===== config.mk =====
export PLATFORM = sky130hd
export DESIGN_NAME = multi_debouncer_flat
export DESIGN_NICKNAME = d
export VERILOG_FILES = /design/src/rtl/multi_debouncer_if.sv /design/src/rtl/multi_debouncer.sv /design/src/flat_wrapper.sv
export SDC_FILE = /design/constraint.sdc
export NUM_CORES = 1
export LEC_CHECK = 0
export ABC_AREA = 1
export BUFFER_PORTS_ARGS = -buffer_cell sky130_fd_sc_hd__buf_2
export CORE_AREA = 2 2 92 103
export CTS_BUF_LIST = sky130_fd_sc_hd__clkbuf_4
export DETAILED_ROUTE_END_ITERATION = 12
export DIE_AREA = 0 0 94 105
export PLACE_DENSITY_LB_ADDON = 0.1
export SYNTH_ARGS = -nofsm -noshare
export SYNTH_HDL_FRONTEND = slang
export SYNTH_SLANG_ARGS = --single-unit

===== constraint.sdc =====
create_clock -name clk -period 1.6 [get_ports clk]
set_input_delay 0.16 -clock clk [delete_from_list [all_inputs] [get_ports clk]]
set_output_delay 0.16 -clock clk [all_outputs]
set_load 0.03 [all_outputs]

===== src/rtl/multi_debouncer_if.sv =====
// Button-conditioner bus: raw inputs in, debounced levels and event pulses out.
// Combinational wiring only; no flow control.
interface multi_debouncer_if #(
  parameter int N_CH = 4
);
  logic [N_CH-1:0] noisy_in;
  logic [N_CH-1:0] clean_level;
  logic [N_CH-1:0] clean_pulse;
  logic            any_pulse;

  modport master (
    output noisy_in,
    input  clean_level,
    input  clean_pulse,
    input  any_pulse
  );

  modport slave (
    input  noisy_in,
    output clean_level,
    output clean_pulse,
    output any_pulse
  );
endinterface


===== src/rtl/multi_debouncer.sv =====
// N-channel synchroniser + stability filter + edge-event generator for push buttons.
// Latency STABLE_CNT+1 edges from input sample to level/pulse; no backpressure, outputs registered.
module multi_debouncer #(
  parameter int N_CH       = 4,
  parameter int STABLE_CNT = 50000,
  parameter int CNT_W      = 16,
  parameter int PULSE_MODE = 0
) (
  input  logic         clk,
  input  logic         rst,
  multi_debouncer_if.slave dbnc
);

  localparam logic [CNT_W-1:0] LP_TERM = CNT_W'(STABLE_CNT - 1);

  logic [N_CH-1:0]  r_sync0;
  logic [N_CH-1:0]  r_sync1;
  logic [N_CH-1:0]  r_level;
  logic [N_CH-1:0]  r_pulse;
  logic             r_any;
  logic [CNT_W-1:0] r_cnt [N_CH];

  logic [N_CH-1:0]  w_event;
  logic [N_CH-1:0]  w_level_nxt;
  logic [N_CH-1:0]  w_pulse_nxt;
  logic [CNT_W-1:0] w_cnt_nxt [N_CH];

  // Event polarity is judged on the value being accepted as the new level.
  always_comb begin
    case (PULSE_MODE)
      1:       w_event = ~r_sync1;
      2:       w_event = '1;
      default: w_event = r_sync1;
    endcase
  end

  always_comb begin
    w_level_nxt = r_level;
    w_pulse_nxt = '0;
    for (int i = 0; i < N_CH; i++) begin
      w_cnt_nxt[i] = '0;
      if (r_sync1[i] != r_level[i]) begin
        if (r_cnt[i] == LP_TERM) begin
          w_level_nxt[i] = r_sync1[i];
          w_pulse_nxt[i] = w_event[i];
        end else begin
          w_cnt_nxt[i] = r_cnt[i] + CNT_W'(1);
        end
      end
    end
  end

  always_ff @(posedge clk) begin
    if (!rst) begin
      r_sync0 <= '0;
      r_sync1 <= '0;
      r_level <= '0;
      r_pulse <= '0;
      r_any   <= 1'b0;
      for (int i = 0; i < N_CH; i++) begin
        r_cnt[i] <= '0;
      end
    end else begin
      r_sync0 <= dbnc.noisy_in;
      r_sync1 <= r_sync0;
      r_level <= w_level_nxt;
      r_pulse <= w_pulse_nxt;
      r_any   <= |w_pulse_nxt;
      r_cnt   <= w_cnt_nxt;
    end
  end

  assign dbnc.clean_level = r_level;
  assign dbnc.clean_pulse = r_pulse;
  assign dbnc.any_pulse   = r_any;

endmodule


===== src/flat_wrapper.sv =====
// flat-port wrapper written by rule: the top's interface ports become plain ports
module multi_debouncer_flat 
#(
  parameter int N_CH       = 4,
  parameter int STABLE_CNT = 50000,
  parameter int CNT_W      = 16,
  parameter int PULSE_MODE = 0
)
  (clk, rst, dbnc_noisy_in, dbnc_clean_level, dbnc_clean_pulse, dbnc_any_pulse);
  multi_debouncer_if #(.N_CH(N_CH)) dbnc_i ();
  input  logic clk;
  input  logic rst;
  input wire logic [$bits(dbnc_i.noisy_in)-1:0] dbnc_noisy_in;
  output wire logic [$bits(dbnc_i.clean_level)-1:0] dbnc_clean_level;
  output wire logic [$bits(dbnc_i.clean_pulse)-1:0] dbnc_clean_pulse;
  output wire logic [$bits(dbnc_i.any_pulse)-1:0] dbnc_any_pulse;
  assign dbnc_i.noisy_in = dbnc_noisy_in;
  assign dbnc_clean_level = dbnc_i.clean_level;
  assign dbnc_clean_pulse = dbnc_i.clean_pulse;
  assign dbnc_any_pulse = dbnc_i.any_pulse;
  multi_debouncer #(.N_CH(N_CH), .STABLE_CNT(STABLE_CNT), .CNT_W(CNT_W), .PULSE_MODE(PULSE_MODE)) u_core (.clk(clk), .rst(rst), .dbnc(dbnc_i));
endmodule

==> results.tsv <==
metric	value	unit
HP Start	rst	
Peak VDD IR	0.3847	mV
GRT overflow	0	
P per Cell Area	788.9	mW/mm2
top post-synthesis cells by area	dfxtp_1, nand2_1, nor2_1	
die area	0.009870	mm2
total power	0.003352	W
WS Path Type	register to register	
Netlist cell types	34	
Critical Path Start Type	register	
drt drc	0	
GP Congestion	0.7955	
WHS Path Cells	3	
Max-Slew Margin vs Limit	75.66	%
Pre-antenna DRT Iters	5	
Vias/cell	4.754	
worst slew pin tran	0.3623	ns
initial antenna violation count	0	
CTS tree	done	
RSZ-0062 raised after global routing	no	
total track usage	15.79	%
# diodes	0	
Core ar.	0.008783	mm2
Final Max Slew Viols	0	
Critical Path AT	1.76	ns
FP Rows	36	
most common cell in the netlist	nand2_1	
syn nets	534	
Comb pwr share	1.9	%
hold crit path type	primary input to register	
maximum fanout along the worst path	14	
largest net degree at the start of global routing	17	
Worst Hold End	u_core.dbnc.clean_pulse[0]$_SDFF_PN0_	
Avg Cell Area, Syn	7.438	um2
Gate Count Post-Synth	524	
post-synth top area cell	dfxtp_1	
post-synthesis sequential area ratio	41.61	%
number of global-route vias before repair	2920	
Internal Power	0.002543	W
DR vias	3176	
Worst-path clk slew	0.14	ns
clock power share	37.3	%
Worst-Skew Late Latency	0.43	ns
sw frac	24.12	%
Setup TNS	0	ns
end of the worst register-to-register path	u_core.r_cnt[34]$_SDFF_PP0_	
leakage power	1.482	nW
Max Cap Viol	0	
H-tree depth	3	
CTS sink count	81	
status	completed	
warnings from Yosys	0	
EDFF count, synth	0	
CP required	1.93	ns
fmax	697.8	MHz
post-CTS setup repair buffer count	0	
Core Util, Final	48.38	%
final setup vio count	0	
remaining antenna violation count	0	
final worst-path cycle share	89.56	%
Total Wirelength	7267	um
Post-Syn Area	0.003897	mm2
R2R depth	6	
crit end category	register	
Routed WL per cell	10.88	um
Clock Skews	0.01489	ns
Sw Pwr	0.0008086	W
area grow syn2layout	9.021	%
Post-synth ARST share	0	%
final hold violation count	0	
share of layout cells above drive strength 1	14.98	%
initial drt markers	87	
CTS buffer count	9	
Detail Placement HPWL	5378	um
clock tree root driver cell	clkbuf_4	
Reg power frac	60.8	%
Filler Cell Count	911	
Synth top cells by count	nand2_1, dfxtp_1, nor2_1	
Net count, final	559	
first-pass GRT wire length	12650	um
ys flop type	dfxtp_1	
Crit Reg-Reg Startpoint	u_core.r_cnt[33]$_SDFF_PP0_	
IO buf count	14	
die width	94	um
I/O pin total	15	
post-synth top area share	41.61	%
flops & latches, synth	81	
Die Height	105	um
fin crit period	1.433	ns
Reg2Reg Setup Slack	0.17	ns
initial core utilization	44.37	%
clock tree buffer depth	2	
[metal layers]
metal / wire length (um) / track usage [%] / vias up
met2: 3220 / 25.36 / 25
met4: 122 / 6.108 / 0
met1: 3776 / 21.02 / 1412
met3: 148 / 2.668 / 12
li1: - / - / 1727
met5: 0 / 0 / -
[stage by stage]
step           worst slack [ns]  cells  instance area, um2  hold slack [ns]
3_5_place_dp             0.1011    648                4053           0.3446
3_3_place_gp             0.1479    648                4053           0.3431
2_1_floorplan            0.2615    524                3897           0.2576
6_report                 0.1670    668                4249          0.07811
5_1_grt                0.008606    668                4249           0.1085
4_1_cts                 0.07119    668                4239          0.05779
[sequential cells by signal, indices dropped and copies added (netlist names)]
| name | count |
|---|---|
| u_core.dbnc.any_pulse | 1 |
| u_core.r_sync1 | 4 |
| u_core.dbnc.clean_pulse | 4 |
| u_core.r_cnt | 64 |
| u_core.dbnc.clean_level | 4 |
| u_core.r_sync0 | 4 |
[power groups by stage]
stage	combinational [W]	clock, W	sequential [W]
final	0.0000646	0.00125	0.00204
after global routing	0.0000743	0.00139	0.00204
after CTS	0.0000649	0.00131	0.00204
after detailed placement	0.0000576	0	0.00208
after global placement	0.0000564	0	0.00208
after floorplan	0.0000495	0	0.00208
[worst max path at each step]
| stage | startpoint | endpoint | slack [ns] | cells after the start |
|---|---|---|---|---|
| floorplan | u_core.r_cnt[32]$_SDFF_PP0_ | u_core.r_cnt[39]$_SDFF_PP0_ | 0.26 | 7 |
| global placement | u_core.r_cnt[0]$_SDFF_PP0_ | u_core.r_cnt[9]$_SDFF_PP0_ | 0.15 | 6 |
| detailed placement | u_core.r_cnt[0]$_SDFF_PP0_ | u_core.r_cnt[9]$_SDFF_PP0_ | 0.10 | 6 |
| CTS | u_core.r_cnt[0]$_SDFF_PP0_ | u_core.r_cnt[9]$_SDFF_PP0_ | 0.07 | 6 |
| global route | u_core.r_cnt[16]$_SDFF_PP0_ | u_core.r_cnt[18]$_SDFF_PP0_ | 0.009 | 6 |
| finish | u_core.r_cnt[33]$_SDFF_PP0_ | u_core.r_cnt[34]$_SDFF_PP0_ | 0.17 | 6 |
[critical path, cell delays in order, from the launching register on]
cell and delay [ns]:
dfxtp_1 0.40, ha_1 0.23, nand3_2 0.14, nor2_4 0.16, nand2_2 0.11, nand2_4 0.21, nor3b_1 0.08
[cell families (layout without fill, tap and decap cells)]
| logic type | count (synthesis) | count (layout) | share of synthesized area, % |
|---|---|---|---|
| buf+inv | 73 | 103 | 8.315 |
| xor+xnor | 16 | 16 | 3.596 |
| flops | 81 | 81 | 41.61 |
| simple gates | 300 | 300 | 37.82 |
| compound gates | 50 | 50 | 7.384 |
| fa+ha+maj | 4 | 4 | 1.284 |
[layout by cell type, fill, tap and decap left out, types with 7 or more instances in the layout]
cell	n
nand2_1	112
xor2_1	9
a21oi_2	8
nand4_1	19
clkbuf_4	9
nor2_1	73
dfxtp_1	81
nor2_2	12
a21oi_1	33
xnor2_1	7
nor3_1	10
inv_1	63
nand3_1	32
buf_2	14
[cell type report]
type	count	area, um2	share of cell area (%)
tap	114	142.6	3.357
multi-input combinational	370	1962	46.17
timing repair buffer	20	125.1	2.945
clock inverter	7	78.83	1.855
inverter	67	251.5	5.919
clock buffer	9	67.56	1.590
sequential	81	1622	38.16
[what timing repair did]
action                     in CTS  in global routing
hold endpoints to repair        4                  0
setup endpoints to repair       0                 31
resized for setup               0                  2
hold buffers                    4                  0
Power figures use the tool's default switching activity.
